File: src/rtl/hazard_scoreboard_unit.sv
// Hazard unit for the 5-stage pipeline: M/W forwarding, load-use stall,
// branch flush and a per-register scoreboard for the out-of-order
// long-latency (mul/div) unit.
// Optional build macro HAZARD_PERF_CNT_EN adds saturating stall/flush
// cycle counters; without it StallCycles/FlushCycles are tied to zero.
module hazard_scoreboard_unit #(
    parameter int unsigned     REG_AW   = 5,
    parameter int unsigned     RS_W     = 2,
    parameter logic [RS_W-1:0] LOAD_SRC = 2'b01
) (
    input  logic              clk,
    input  logic              reset,
    input  logic [REG_AW-1:0] Rs1D,
    input  logic [REG_AW-1:0] Rs2D,
    input  logic [REG_AW-1:0] RdD,
    input  logic              RegWriteD,
    input  logic              LongD,
    input  logic [REG_AW-1:0] Rs1E,
    input  logic [REG_AW-1:0] Rs2E,
    input  logic [REG_AW-1:0] RdE,
    input  logic [RS_W-1:0]   ResultSrcE,
    input  logic              PCSrcE,
    input  logic              LongIssueE,
    input  logic              LongBusy,
    input  logic              LongDone,
    input  logic [REG_AW-1:0] LongRd,
    input  logic [REG_AW-1:0] RdM,
    input  logic [REG_AW-1:0] RdW,
    input  logic              RegWriteM,
    input  logic              RegWriteW,
    output logic              StallF,
    output logic              StallD,
    output logic              FlushD,
    output logic              FlushE,
    output logic [1:0]        ForwardAE,
    output logic [1:0]        ForwardBE,
    output logic [REG_AW:0]   PendingCnt,
    output logic [31:0]       StallCycles,
    output logic [31:0]       FlushCycles
);

    localparam int unsigned NREG = 1 << REG_AW;

    logic [NREG-1:0] pending_q, pending_d;
    logic [NREG-1:0] done_vec, issue_vec, visible;
    logic [REG_AW:0] cnt_q, cnt_d;
    logic            load_use, issue_raw, sb_raw, sb_waw, structural, stall_req;

    // Decode write-back clear and issue set; a register being written back
    // this cycle is already readable (write-before-read register file).
    always_comb begin
        done_vec  = '0;
        issue_vec = '0;
        if (LongDone)
            done_vec[LongRd] = 1'b1;
        if (LongIssueE && (RdE != '0))
            issue_vec[RdE] = 1'b1;
        visible   = pending_q & ~done_vec;
        pending_d = visible | issue_vec;
    end

    // Population count of the next scoreboard so the count moves with the bits.
    always_comb begin
        cnt_d = '0;
        for (int unsigned i = 0; i < NREG; i++)
            cnt_d = cnt_d + (REG_AW+1)'(pending_d[i]);
    end

    // Scoreboard bits and their registered count.
    always_ff @(posedge clk or posedge reset) begin
        if (reset) begin
            pending_q <= '0;
            cnt_q     <= '0;
        end else begin
            pending_q <= pending_d;
            cnt_q     <= cnt_d;
        end
    end

    // Hazard terms; RdE/RdD nonzero checks also exclude x0 sources.
    always_comb begin
        load_use   = (ResultSrcE == LOAD_SRC) && (RdE != '0) &&
                     ((Rs1D == RdE) || (Rs2D == RdE));
        issue_raw  = LongIssueE && (RdE != '0) &&
                     ((Rs1D == RdE) || (Rs2D == RdE));
        sb_raw     = ((Rs1D != '0) && visible[Rs1D]) ||
                     ((Rs2D != '0) && visible[Rs2D]);
        sb_waw     = RegWriteD && (RdD != '0) && visible[RdD];
        structural = LongD && (LongBusy || LongIssueE);
        stall_req  = load_use | issue_raw | sb_raw | sb_waw | structural;
    end

    // Pipeline control and forwarding; reset forces the flushed, idle state.
    always_comb begin
        StallF    = 1'b0;
        StallD    = 1'b0;
        FlushD    = 1'b1;
        FlushE    = 1'b1;
        ForwardAE = 2'b00;
        ForwardBE = 2'b00;
        if (!reset) begin
            StallF = stall_req && !PCSrcE;
            StallD = stall_req && !PCSrcE;
            FlushD = PCSrcE;
            FlushE = stall_req || PCSrcE;
            if ((Rs1E != '0) && RegWriteM && (Rs1E == RdM))
                ForwardAE = 2'b10;
            else if ((Rs1E != '0) && RegWriteW && (Rs1E == RdW))
                ForwardAE = 2'b01;
            if ((Rs2E != '0) && RegWriteM && (Rs2E == RdM))
                ForwardBE = 2'b10;
            else if ((Rs2E != '0) && RegWriteW && (Rs2E == RdW))
                ForwardBE = 2'b01;
        end
    end

    assign PendingCnt = cnt_q;

`ifdef HAZARD_PERF_CNT_EN
    logic [31:0] stall_cyc_q, flush_cyc_q;

    // Saturating performance counters.
    always_ff @(posedge clk or posedge reset) begin
        if (reset) begin
            stall_cyc_q <= '0;
            flush_cyc_q <= '0;
        end else begin
            if (StallD && (stall_cyc_q != '1))
                stall_cyc_q <= stall_cyc_q + 32'd1;
            if ((FlushD || FlushE) && (flush_cyc_q != '1))
                flush_cyc_q <= flush_cyc_q + 32'd1;
        end
    end

    assign StallCycles = stall_cyc_q;
    assign FlushCycles = flush_cyc_q;
`else
    assign StallCycles = '0;
    assign FlushCycles = '0;
`endif

    // Issuing to a register that stays pending is a WAW the stall should have blocked.
    issue_onto_pending: assert property (@(posedge clk) disable iff (reset)
        !(LongIssueE && (RdE != '0) && visible[RdE]));

endmodule

File: config.mk
export PLATFORM = sky130hd
export DESIGN_NAME = hazard_scoreboard_unit
export DESIGN_NICKNAME = d
export VERILOG_FILES = /design/src/rtl/hazard_scoreboard_unit.sv
export SDC_FILE = /design/constraint.sdc
export NUM_CORES = 1
export LEC_CHECK = 0
export CAP_MARGIN = 20
export CORE_ASPECT_RATIO = 0.75
export CORE_MARGIN = 2
export CORE_UTILIZATION = 45
export CTS_CLUSTER_DIAMETER = 150
export CTS_CLUSTER_SIZE = 25
export DETAILED_ROUTE_END_ITERATION = 8
export GPL_TIMING_DRIVEN = 0
export PLACE_DENSITY = 0.87
export SLEW_MARGIN = 20
export SYNTH_ARGS = -nofsm -noshare
export SYNTH_HDL_FRONTEND = slang
export SYNTH_SLANG_ARGS = --single-unit
File: constraint.sdc
create_clock -name clk -period 9.3 [get_ports clk]
set_input_delay 1.86 -clock clk [delete_from_list [all_inputs] [get_ports clk]]
set_output_delay 1.86 -clock clk [all_outputs]
set_load 0.005 [all_outputs]
==> results <==
- The flow ran to the end, and the final reports show no timing, DRC or antenna violations.
- The clock period could shrink to 7.59 ns.
- Of the available clock period, the critical path in the final layout requires 81.6%.
- The data required time at the worst endpoint is 9.47 ns.
- The most used flip-flop cell after synthesis is dfrtp_1.
- The endpoint of the worst-slack reg-to-reg timing path is PendingCnt[5].
- The number of CTS-inserted buffers is 5.
- Setup slack on the worst reg-to-reg path comes out at 4.18 ns.
- The data arrival time of the critical path is 7.76 ns.
- Entering global routing, the biggest net connects 37 pins.
- The routed design has 15,900 um of wire.
- Of all flip-flops after synthesis, the portion carrying an async set or reset was 100%.
- The top cell type's share of synthesized area is 19.3%.
- Of the total power, registers draw 13.8%.
- Measured in cells, the most critical reg-to-reg path has a length of 17.
- The library cell with the highest instance count after synthesis is buf_4.
- The count of final hold-check violations was 0.
- The number of failing setup endpoints in the final timing report is 0.
- The final non-filler cell total is 815.
- The cell count after placement is 808.
- The post-detailed-route count of antenna-violating nets is 0.
- Across every metal layer, demand over resource in global routing totals 27.0%.
- Across the routed clock network, the largest skew measured is 0.00351 ns.
- The final weighted congestion of routability-driven global placement is 1.01.
- The actual slew at the worst max-slew pin is 0.631 ns.
- The root cell of the clock tree is clkbuf_16.
- The layout net count is 763.
- After detailed routing, the number of vias per cell comes to 5.63.
- The commonest cells after synthesis are buf_4, inv_1, o21ai_0.
- The signal on the critical path passes through clkdlybuf4s50_1, buf_2, nor2b_1, nand3b_1, o21ai_0, o21a_1, fa_1, fa_1, inv_1, fa_1, fa_1, fa_1, inv_1, fa_1, inv_1, ha_1, a21o_1, a21oi_1, nor2b_1, o21a_1.
- The HPWL after detailed placement is 12,900 um.
- The post-synthesis cell type with the largest combined area is dfrtp_1.
- The number of global-route vias before repair is 4,383.
- During synthesis, Yosys emitted a total of 0 warnings.
- At the later pin of the worst-skew pair, clock insertion delay measures 0.28 ns.
- The area growth from synthesis to layout is 23.2%.
- Tracing the worst setup path back leads to its startpoint at LongDone.
- The portion of the post-synthesis area used by sequential elements is 19.3%.
- The die is 125 um wide.
- The total overflow reported by the global router is 0.
- The nature of the critical path endpoint is a flip-flop.
- The family with the most delay on the worst path is adder cells.
- The placed instances occupy a cell area of 5940 um2.
- The headroom to the max-slew limit is 57.5%.
- The slowest library cell on the worst path is fa_1.
- The net switching power is 1.03 mW.
- The launch instance of the worst register-to-register path is pending_q[5].
- In this run the mean area of a mapped cell was 9.03 um2.
- The share of total power in the clock network is 7.2%.
- The largest stage delay on the critical path is 0.59 ns.
- Yosys mapped a number of flops with a built-in enable equal to 0.
- Synthesis instantiated 75 different standard cells from the library.
- The floorplan die height is 94.6 um.
- Dividing total power by cell area gives a power density of 364 nW/um2.
- The port buffer count is 58.
- Following the worst setup path forward leads to its endpoint at PendingCnt[5].
- The leakage power is 2.73 nW.
- The count of buffering cells on the critical path with inverters included is 5.
- The clock slew seen by the registers of the worst setup and hold paths is 0.05 ns.
- The cell-internal power is 1.18 mW.
- The cell seen most often among critical-path stages is fa_1.
- The class of the worst hold path is reg2reg.
- The sum of negative setup slack is 0 ns.
- The pre-antenna-repair detailed-routing pass consisted of 5 iterations.
- Counting buffers and inverters, the worst setup path is 20 cells deep.
- The number of rows in the core area is 33.
- The fraction of layout instances using a drive strength above 1 is 17.6%.
- Net switching is 46.5% of the power.
- The DRC violations left is 0.
- The timing-limited maximum frequency is 132 MHz.
- The largest voltage drop on the vdd net is 1320 uV.
- The flip-flop and latch count after synthesis is 38.
- The H-tree depth is 2.
- Across all setup checks in the final design, the least slack found is 1.71 ns.
- The post-cts hold buffer count is 0.
- Setup repair after global routing left no endpoint under its margin.
- The placeable core region is 10,800 um2.
- The final-report max-slew violation count was 0.
- STA classifies the critical path startpoint as a primary input.
- The setup path with the least slack is of type in2reg.
- The post-route cell area is 6070 um2.
- The clock passes through at most 2 buffers.
- In the synthesized netlist, the number of instances is 546.
- The initial core utilization is 45.6%.
- During I/O placement, the number of pins put on the boundary was 135.
- The count of vias placed by the detailed router is 4,590.
- Once the clock tree was built, the resizer swapped 0 gates to a different size.
- After detailed routing, the average wire length per cell comes to 19.5 um.
- After synthesis, the cell types taking the most area are dfrtp_1, buf_4, fa_1, mux2i_1, o21ai_0.
- The post-placement setup slack is 1.46 ns.
- The first routing iteration left 431 violations.
- The first global-routing pass estimated 24,800 um of wire.
- Across the run, the number of max-cap violations was 0.
- The mapped netlist covers 4930 um2.
- The post-CTS setup buffer count is 0.
- The die area is 11,800 um2.
- 0 antenna diodes ended up in the layout.
- The critical-path maximum fanout is 10.
- TritonCTS built the clock tree.
- The number of antenna violations at the first check in global routing is 1.
- In this run, the combinational gates consume 79.0% of the power.
- The TritonCTS sink count is 38.
## worst min-delay path by stage
stage                       from           end  cells past startpoint
detailed placement  pending_q[0]  pending_q[0]                      1
finish              pending_q[0]  pending_q[0]                      1
floorplan           pending_q[0]  pending_q[0]                      1
global route        pending_q[0]  pending_q[0]                      1
global placement    pending_q[0]  pending_q[0]                      1
CTS                 pending_q[0]  pending_q[0]                      1
## per-stage QoR
stage / hold WS, ns / power (mW) / utilization [%]
final: 0.519 / 2.21 / 56.2
after global routing: 0.555 / 2.51 / 56.2
after CTS: 0.524 / 2.25 / 56.2
after detailed placement: 0.512 / 2.08 / 54.9
after global placement: 0.504 / 1.99 / 54.7
after floorplan: 0.474 / 1.66 / -
## power by group through the flow
stage,clock (mW),sequential [mW],combinational [mW]
after floorplan,0,0.277,1.38
after global placement,0,0.301,1.69
after detailed placement,0,0.302,1.77
after CTS,0.160,0.300,1.79
after global routing,0.168,0.307,2.03
final,0.159,0.306,1.75
## sequential cells by signal, summed over array words and instances, names as in the netlist
register    count
pending_q      32
PendingCnt      6
## logic make-up (layout without fill, tap and decap cells)
group                      after synthesis  after routing  synth area share [%]
muxes                                   42             42                  10.1
DFF                                     38             38                  19.3
xor gates and xnor gates                40             40                  7.41
buffers and inverters                  149            215                  17.4
other                                    1             64                0.0761
adders and majority gates               31             31                  11.5
and+or+nand+nor                        110            110                  14.8
AOI/OAI and AO/OA                      135            135                  19.4
## worst register-to-register path, stage by stage, from the launching register on
cell     delay [ns]
dfrtp_1        0.37
o21ai_1        0.16
o21ai_0        0.23
fa_1           0.58
inv_1          0.05
fa_1           0.36
inv_1          0.09
fa_1           0.46
fa_1           0.53
fa_1           0.56
inv_1          0.06
fa_1           0.59
inv_1          0.06
ha_1           0.28
a21o_1         0.17
a21oi_1        0.21
nor2b_1        0.07
o21a_1         0.17
## per-layer routing
metal	GRT usage (%)	vias up	wire (um)
li1	-	2099	-
met1	36.9	2215	6580
met2	42.4	245	7180
met3	7.65	29	1790
met4	7.50	2	340
met5	0	-	13
## cell usage in the layout (no fill, tap or decap), types with 4 or more instances in the layout
cell type / count
clkbuf_16: 5
nor4_1: 9
xor2_1: 15
nand4_1: 6
nand3b_1: 10
clkdlybuf4s50_1: 58
nor3_1: 8
nor2b_1: 6
buf_2: 13
buf_4: 69
ha_1: 7
o21ai_0: 49
nor2_1: 15
dfrtp_1: 38
clkbuf_1: 12
xnor2_1: 23
conb_1: 64
fa_1: 24
o211ai_1: 7
mux2_2: 7
o2111ai_1: 6
mux4_2: 5
a311oi_1: 13
o21a_1: 16
a211oi_1: 6
nand2b_1: 6
nand3_1: 8
inv_1: 53
mux2i_1: 28
a31oi_1: 4
nand2_1: 12
## cell type report
cell class	instances	area [um2]
Buffer	95	654
Clock buffer	7	133
Fill cell	973	4740
Inverter	54	203
Multi-Input combinational cell	422	3360
Sequential cell	38	951
Tap cell	140	175
Timing Repair Buffer	59	601
(Power assumes the default switching activity.)
